### src/rtl/vga_timing.sv
// Raster timing generator: pixel divider, h/v counters, sync/blank generation
// with a configurable delay line, and line/frame strobes for blanking-time updates.
module vga_timing #(
    parameter int HWIDTH = 12,
    parameter int VWIDTH = 12,
    parameter int HSIZE  = 640,
    parameter int HFP    = 16,
    parameter int HSYNC  = 96,
    parameter int HBP    = 48,
    parameter int VSIZE  = 480,
    parameter int VFP    = 10,
    parameter int VSYNC  = 2,
    parameter int VBP    = 33,
    parameter int CLKDIV = 4,
    parameter int DELAY  = 1,
    parameter bit HPOL   = 1'b0,
    parameter bit VPOL   = 1'b0
) (
    input  logic              clk,
    input  logic              rst,
    output logic [HWIDTH-1:0] hdata,
    output logic [VWIDTH-1:0] vdata,
    output logic              pix_en,
    output logic              visible,
    output logic              hsync,
    output logic              vsync,
    output logic              blank,
    output logic              line_end,
    output logic              frame_end
);

    localparam int HTOTAL = HSIZE + HFP + HSYNC + HBP;
    localparam int VTOTAL = VSIZE + VFP + VSYNC + VBP;
    localparam int DIVW   = (CLKDIV > 1) ? $clog2(CLKDIV) : 1;

    localparam logic [DIVW-1:0]   DIV_LAST = DIVW'(CLKDIV - 1);
    localparam logic [HWIDTH-1:0] H_LAST   = HWIDTH'(HTOTAL - 1);
    localparam logic [VWIDTH-1:0] V_LAST   = VWIDTH'(VTOTAL - 1);
    localparam logic [VWIDTH-1:0] V_VIS_END = VWIDTH'(VSIZE - 1);

    // Sync window bounds carry one extra bit so an end equal to the total still fits.
    localparam logic [HWIDTH:0] H_VIS   = (HWIDTH+1)'(HSIZE);
    localparam logic [HWIDTH:0] HS_BEG  = (HWIDTH+1)'(HSIZE + HFP);
    localparam logic [HWIDTH:0] HS_END  = (HWIDTH+1)'(HSIZE + HFP + HSYNC);
    localparam logic [VWIDTH:0] V_VIS   = (VWIDTH+1)'(VSIZE);
    localparam logic [VWIDTH:0] VS_BEG  = (VWIDTH+1)'(VSIZE + VFP);
    localparam logic [VWIDTH:0] VS_END  = (VWIDTH+1)'(VSIZE + VFP + VSYNC);

    localparam logic [2:0] SYNC_IDLE = {~HPOL, ~VPOL, 1'b1};

    if ((HTOTAL - 1) >= (2 ** HWIDTH)) begin : g_hwidth_check
        $error("vga_timing: HTOTAL-1 does not fit in HWIDTH");
    end
    if ((VTOTAL - 1) >= (2 ** VWIDTH)) begin : g_vwidth_check
        $error("vga_timing: VTOTAL-1 does not fit in VWIDTH");
    end
    if (CLKDIV < 1 || DELAY < 0) begin : g_param_check
        $error("vga_timing: CLKDIV must be >= 1 and DELAY >= 0");
    end

    logic [DIVW-1:0] div;

    // NOTE: sequential state uses non-blocking assignments so every register
    // samples pre-edge values; blocking here would let hdata see this edge's pix_en.
    always_ff @(posedge clk or posedge rst) begin
        if (rst) begin
            div    <= '0;
            pix_en <= 1'b0;
            hdata  <= '0;
            vdata  <= '0;
        end else begin
            pix_en <= (div == DIV_LAST);
            div    <= (div == DIV_LAST) ? '0 : div + 1'b1;
            if (pix_en) begin
                if (hdata == H_LAST) begin
                    hdata <= '0;
                    vdata <= (vdata == V_LAST) ? '0 : vdata + 1'b1;
                end else begin
                    hdata <= hdata + 1'b1;
                end
            end
        end
    end

    logic [HWIDTH:0] hx;
    logic [VWIDTH:0] vx;
    logic            raw_hsync;
    logic            raw_vsync;

    assign hx        = {1'b0, hdata};
    assign vx        = {1'b0, vdata};
    assign visible   = (hx < H_VIS) && (vx < V_VIS);
    assign raw_hsync = ((hx >= HS_BEG) && (hx < HS_END)) ? HPOL : ~HPOL;
    assign raw_vsync = ((vx >= VS_BEG) && (vx < VS_END)) ? VPOL : ~VPOL;

    assign line_end  = pix_en && (hdata == H_LAST);
    assign frame_end = line_end && (vdata == V_VIS_END);

    // Delay line runs every clk so it matches the layer's VRAM read latency in clks.
    if (DELAY == 0) begin : g_no_delay
        assign {hsync, vsync, blank} = {raw_hsync, raw_vsync, ~visible};
    end else begin : g_delay
        logic [2:0] pipe [DELAY];

        // NOTE: the stages are reset to the idle sync levels so no stale pulse
        // leaks out after reset; this is control state, not a data memory.
        always_ff @(posedge clk or posedge rst) begin
            if (rst) begin
                for (int i = 0; i < DELAY; i++) pipe[i] <= SYNC_IDLE;
            end else begin
                pipe[0] <= {raw_hsync, raw_vsync, ~visible};
                for (int i = 1; i < DELAY; i++) pipe[i] <= pipe[i-1];
            end
        end

        assign {hsync, vsync, blank} = pipe[DELAY-1];
    end

endmodule
### config.mk
export PLATFORM = sky130hd
export DESIGN_NAME = vga_timing
export DESIGN_NICKNAME = d
export VERILOG_FILES = /design/src/rtl/vga_timing.sv
export SDC_FILE = /design/constraint.sdc
export NUM_CORES = 1
export LEC_CHECK = 0
export ABC_AREA = 1
export CAP_MARGIN = 20
export CORE_MARGIN = 4
export CORE_UTILIZATION = 54
export DETAILED_ROUTE_END_ITERATION = 7
export GPL_TIMING_DRIVEN = 0
export PLACE_DENSITY_LB_ADDON = 0.15
export SLEW_MARGIN = 25
export SYNTH_ARGS = -nofsm -noshare
export SYNTH_HDL_FRONTEND = slang
export SYNTH_SLANG_ARGS = --single-unit
### constraint.sdc
create_clock -name clk -period 3 [get_ports clk]
set_input_delay 0.45 -clock clk [delete_from_list [all_inputs] [get_ports clk]]
set_output_delay 0.45 -clock clk [all_outputs]
set_load 0.01 [all_outputs]
### Yosys cells after proc, flatten, opt, wreduce, memory -nomap -nowiden

Cells that the tools add are included.

* $add $sub $neg: 3
* magnitude comparators: 6
* equal/unequal tests: 4
* muxes and demuxes: 5
* bitwise gates (word level): 1
* reductions and logical operators: 6

Operator list (number)
* adder 12 x 1 -> 12 bit, second input constant: 2
* == test 12 x 10 -> 1 bit, second input constant: 2
* less-than comparator 12 x 10 -> 1 bit, second input constant: 2
* less-than comparator 12 x 9 -> 1 bit, second input constant: 2
* 2-to-1 mux 12 bit: 2
* == test 12 x 9 -> 1 bit, second input constant: 1
* >= comparator 12 x 10 -> 1 bit, second input constant: 1
* >= comparator 12 x 9 -> 1 bit, second input constant: 1
* logical AND 1 bit: 5
* adder 2 x 1 -> 2 bit, second input constant: 1
* == test 2 bit, second input constant: 1
* 2-to-1 mux 1 bit: 2
* 2-to-1 mux 2 bit: 1
* AND reduction 2 bit: 1
* inverter 1 bit: 1

* flip-flop bits (word level): 30

### Depth between registers and ports, before layout

* depth in word-level cells: 3
* depth in mapped cells: 9
* depth with buffers taken out: 9

### Worst setup path before layout

OpenSTA, ideal clock, no wires.

* kind: reg2out
* start: reg vdata[0]
* end: out frame_end
* data arrival time: 1.311 ns
* data required time: 2.550 ns
* path slack: 1.239 ns
* stages on the path, launching flop included: 6
* cells stage by stage: dfrtp_1 ha_1 nand2_1 nor2_1 nand2_1 nor3_1

* longest elaborated chain between the ends: 2

Ends and longest elaborated chain
* start, declared: line 22 `output logic [VWIDTH-1:0] vdata,`
* start signal, assigned: line 77 `vdata <= (vdata == V_LAST) ? '0 : vdata + 1'b1;`
* == test 12 x 9 -> 1 bit: line 97 `assign frame_end = line_end && (vdata == V_VIS_END);`
* logical AND 1 bit: line 97
* end, declared: line 29 `output logic frame_end`

No other way between the ends.

### Worst setup path after layout

Same ends and word-level chain as after synthesis.

==> qor.yml <==
cts:
  clockBufferDepth: 2
  tritoncts: "yes"
  cts_buffers: 5
  htree_levels: 2
  cts_setup_buffers: 0
  clk_latency_ps: 330
  cts-root-buf: "clkbuf_4"
  hold_buffers: 0
  clkTransAtPathRegs_ps: 90
  ctsResizeCount: 0
  cts_sinks: 30
synthesis:
  ys_seq_area_share_pct: 44.0
  syn-num-nets: 233
  netlist_area_um2: 1720
  yosysWarningCount: 0
  synthCells: 226
  ys_seq_elements: 30
  synthDistinctLibCells: 31
  syn-mean-instance-area_um2: 7.59
sta:
  fin_crit_ps: 2710
  tns_ps: 0
  rsz0062_at_grt: "false"
  drv_slew: 0
  fmax_mhz: 369
  holdWs_ps: 439
  setup_viol: 0
  final_hold_viol_count: 0
  finalCritPeriodShare_pct: 90.2
  worst_slew_pin_slew_ps: 610
  relSlewSlack_pct: 59.3
  finClkSkew_ps: 10.1
layout:
  finish.utilization_pct: 70.6
  fillers: 279
  n_antenna_cell: 0
  layout-drive-gt1-share_pct: 12.0
  finalNetCount: 272
  area_delta_synth_final_pct: 25.6
routing:
  drc: 0
  vias_per_cell: 5.05
  dr.pass1.iters: 4
  wl_um: 3590
  drt-initial-drc-count: 94
  wl_per_cell_um: 11.6
  ant_nets: 0
  vias: 1564
power:
  power.total_uw: 671
  max-vdd-ir-drop_mv: 0.276
  power.leakage_nw: 1.01
  pwr_density_cell_nw_per_um2: 311
grt:
  grt_pass1_wl_um: 6160
  grt_pass1_vias: 1387
  grt_max_degree: 31
  grt_usage_pct: 19.5
  antenna_found_initial: 0
  overflow: 0
floorplan:
  core_region_area_um2: 3050
  die_h_um: 64.4
  pin_count: 33
  dieArea_um2: 4140
  start_util_pct: 56.2
  placementRows: 20
  fp.dieW_um: 64.4
placed_design:
  hpwl_um: 2710
  place_congestion: 0.896
  portBuffers: 32
critical_path:
  startpoint_type: "flip-flop"
  cp_data_arrival_time_ps: 2260
  endpoint_kind: "primary output"
  required_ps: 2550
  path_class: "flip-flop to primary output"
  cp_max_fo: 6
status:
  status: "complete, no violations"
hold_path:
  hold_class: "flip-flop to flip-flop"
job:
  cap_violations: 0
layout by cell type, fill, tap and decap left out, drive strengths merged:
cell type,instances
xnor2,1
clkbuf,7
xor2,5
clkinvlp,1
dfstp,3
buf,3
nor4,1
a21oi,2
o21ai,12
ha,5
o211ai,1
nor3b,2
clkinv,1
a31oi,1
clkdlybuf4s50,32
o21bai,1
nand2,55
or2,1
inv,37
nand3,26
nor3,8
nor2,28
dfrtp,27
nand4,6
metrics by stage:
stage	area [um2]	worst slack, ps	instances
2_1_floorplan	1720	1240	226
3_3_place_gp	2090	633	302
3_5_place_dp	2090	650	302
4_1_cts	2150	272	310
5_1_grt	2150	120	310
6_report	2150	293	310
power by group:
part / total (mW) / switching [mW] / internal (mW)
clock network: 0.257 / 0.145 / 0.113
logic: 0.00889 / 0.00763 / 0.00126
registers: 0.404 / 0 / 0.404
layer usage:
metal | vias up | part of all wire [%] | global-route usage, %
li1 | 799 | - | -
met1 | 703 | 46 | 25.3
met4 | 0 | 1.6 | 7.92
met2 | 55 | 47 | 30.2
met5 | - | 0 | 0
met3 | 7 | 5.3 | 5.98
worst max-delay path: stages (launching register included):
cell             delay (ps)
dfrtp_1                 450
ha_1                    240
nand2_1                  90
nor2_1                  210
nand2_1                 110
nor3_1                  250
clkdlybuf4s50_1         580
state kept, by name, summed over array words and instances (netlist names):
signal and cells:
g_delay.pipe 3, pix_en 1, div 2, hdata 12, vdata 12
path summary, 6_finish.rpt:
path	from	to	slack, ps	depth (start not counted)
max in group asynchronous	rst	hdata[7]$_DFFE_PP0P_	2090	2
max reg2reg	hdata[0]$_DFFE_PP0P_	vdata[9]$_DFFE_PP0P_	1480	8
min in group asynchronous	rst	vdata[7]$_DFFE_PP0P_	510	2
max	vdata[0]$_DFFE_PP0P_	frame_end	290	6
min	div[0]$_DFF_PP0_	div[0]$_DFF_PP0_	440	1
min reg2reg	div[0]$_DFF_PP0_	div[0]$_DFF_PP0_	440	1
cells by family (layout without fill, tap and decap cells):
family / Yosys count / in the layout / share of synthesized area [%]
xor gates and xnor gates: 6 / 6 / 3.06
AOI/OAI and AO/OA: 17 / 17 / 5.76
buffers and inverters: 41 / 81 / 9.77
and+or+nand+nor: 127 / 127 / 33.8
DFF: 30 / 30 / 44.0
adders and majority gates: 5 / 5 / 3.65
cells in the mapped netlist:
cell type / n / area share [%]
nand2_1: 53 / 12
inv_1: 33 / 7.2
dfrtp_1: 27 / 39
nand3_1: 25 / 7.3
nor2_1: 23 / 5.0
o21ai_0: 8 / 2.3
nor3_1: 7 / 2.0
nand4_1: 6 / 2.2
ha_1: 5 / 3.6
xor2_1: 5 / 2.6
inv_2: 4 / 0.88
nor2_2: 4 / 1.5
dfstp_2: 3 / 4.6
a21oi_1: 2 / 0.58
nand2_2: 2 / 0.73
nor3b_1: 2 / 0.88
o21ai_1: 2 / 0.58
o21ai_2: 2 / 1.0
a31oi_1: 1 / 0.36
buf_2: 1 / 0.29
buf_4: 1 / 0.44
buf_6: 1 / 0.66
clkbuf_2: 1 / 0.29
nand3_2: 1 / 0.58
nor2_4: 1 / 0.66
nor3_2: 1 / 0.58
nor4_1: 1 / 0.36
o211ai_1: 1 / 0.44
o21bai_1: 1 / 0.44
or2_2: 1 / 0.36
xnor2_1: 1 / 0.51
layout make-up:
class	instances	area, um2	area share (%)
multi-input combinational	155	793	36.8
timing repair buffer	32	320	14.9
buffer	4	28.8	1.34
tap	44	55.1	2.56
clock inverter	2	12.5	0.581
clock buffer	6	51.3	2.38
sequential	30	754	35.0
inverter	37	139	6.45
(Power assumes the default switching activity.)
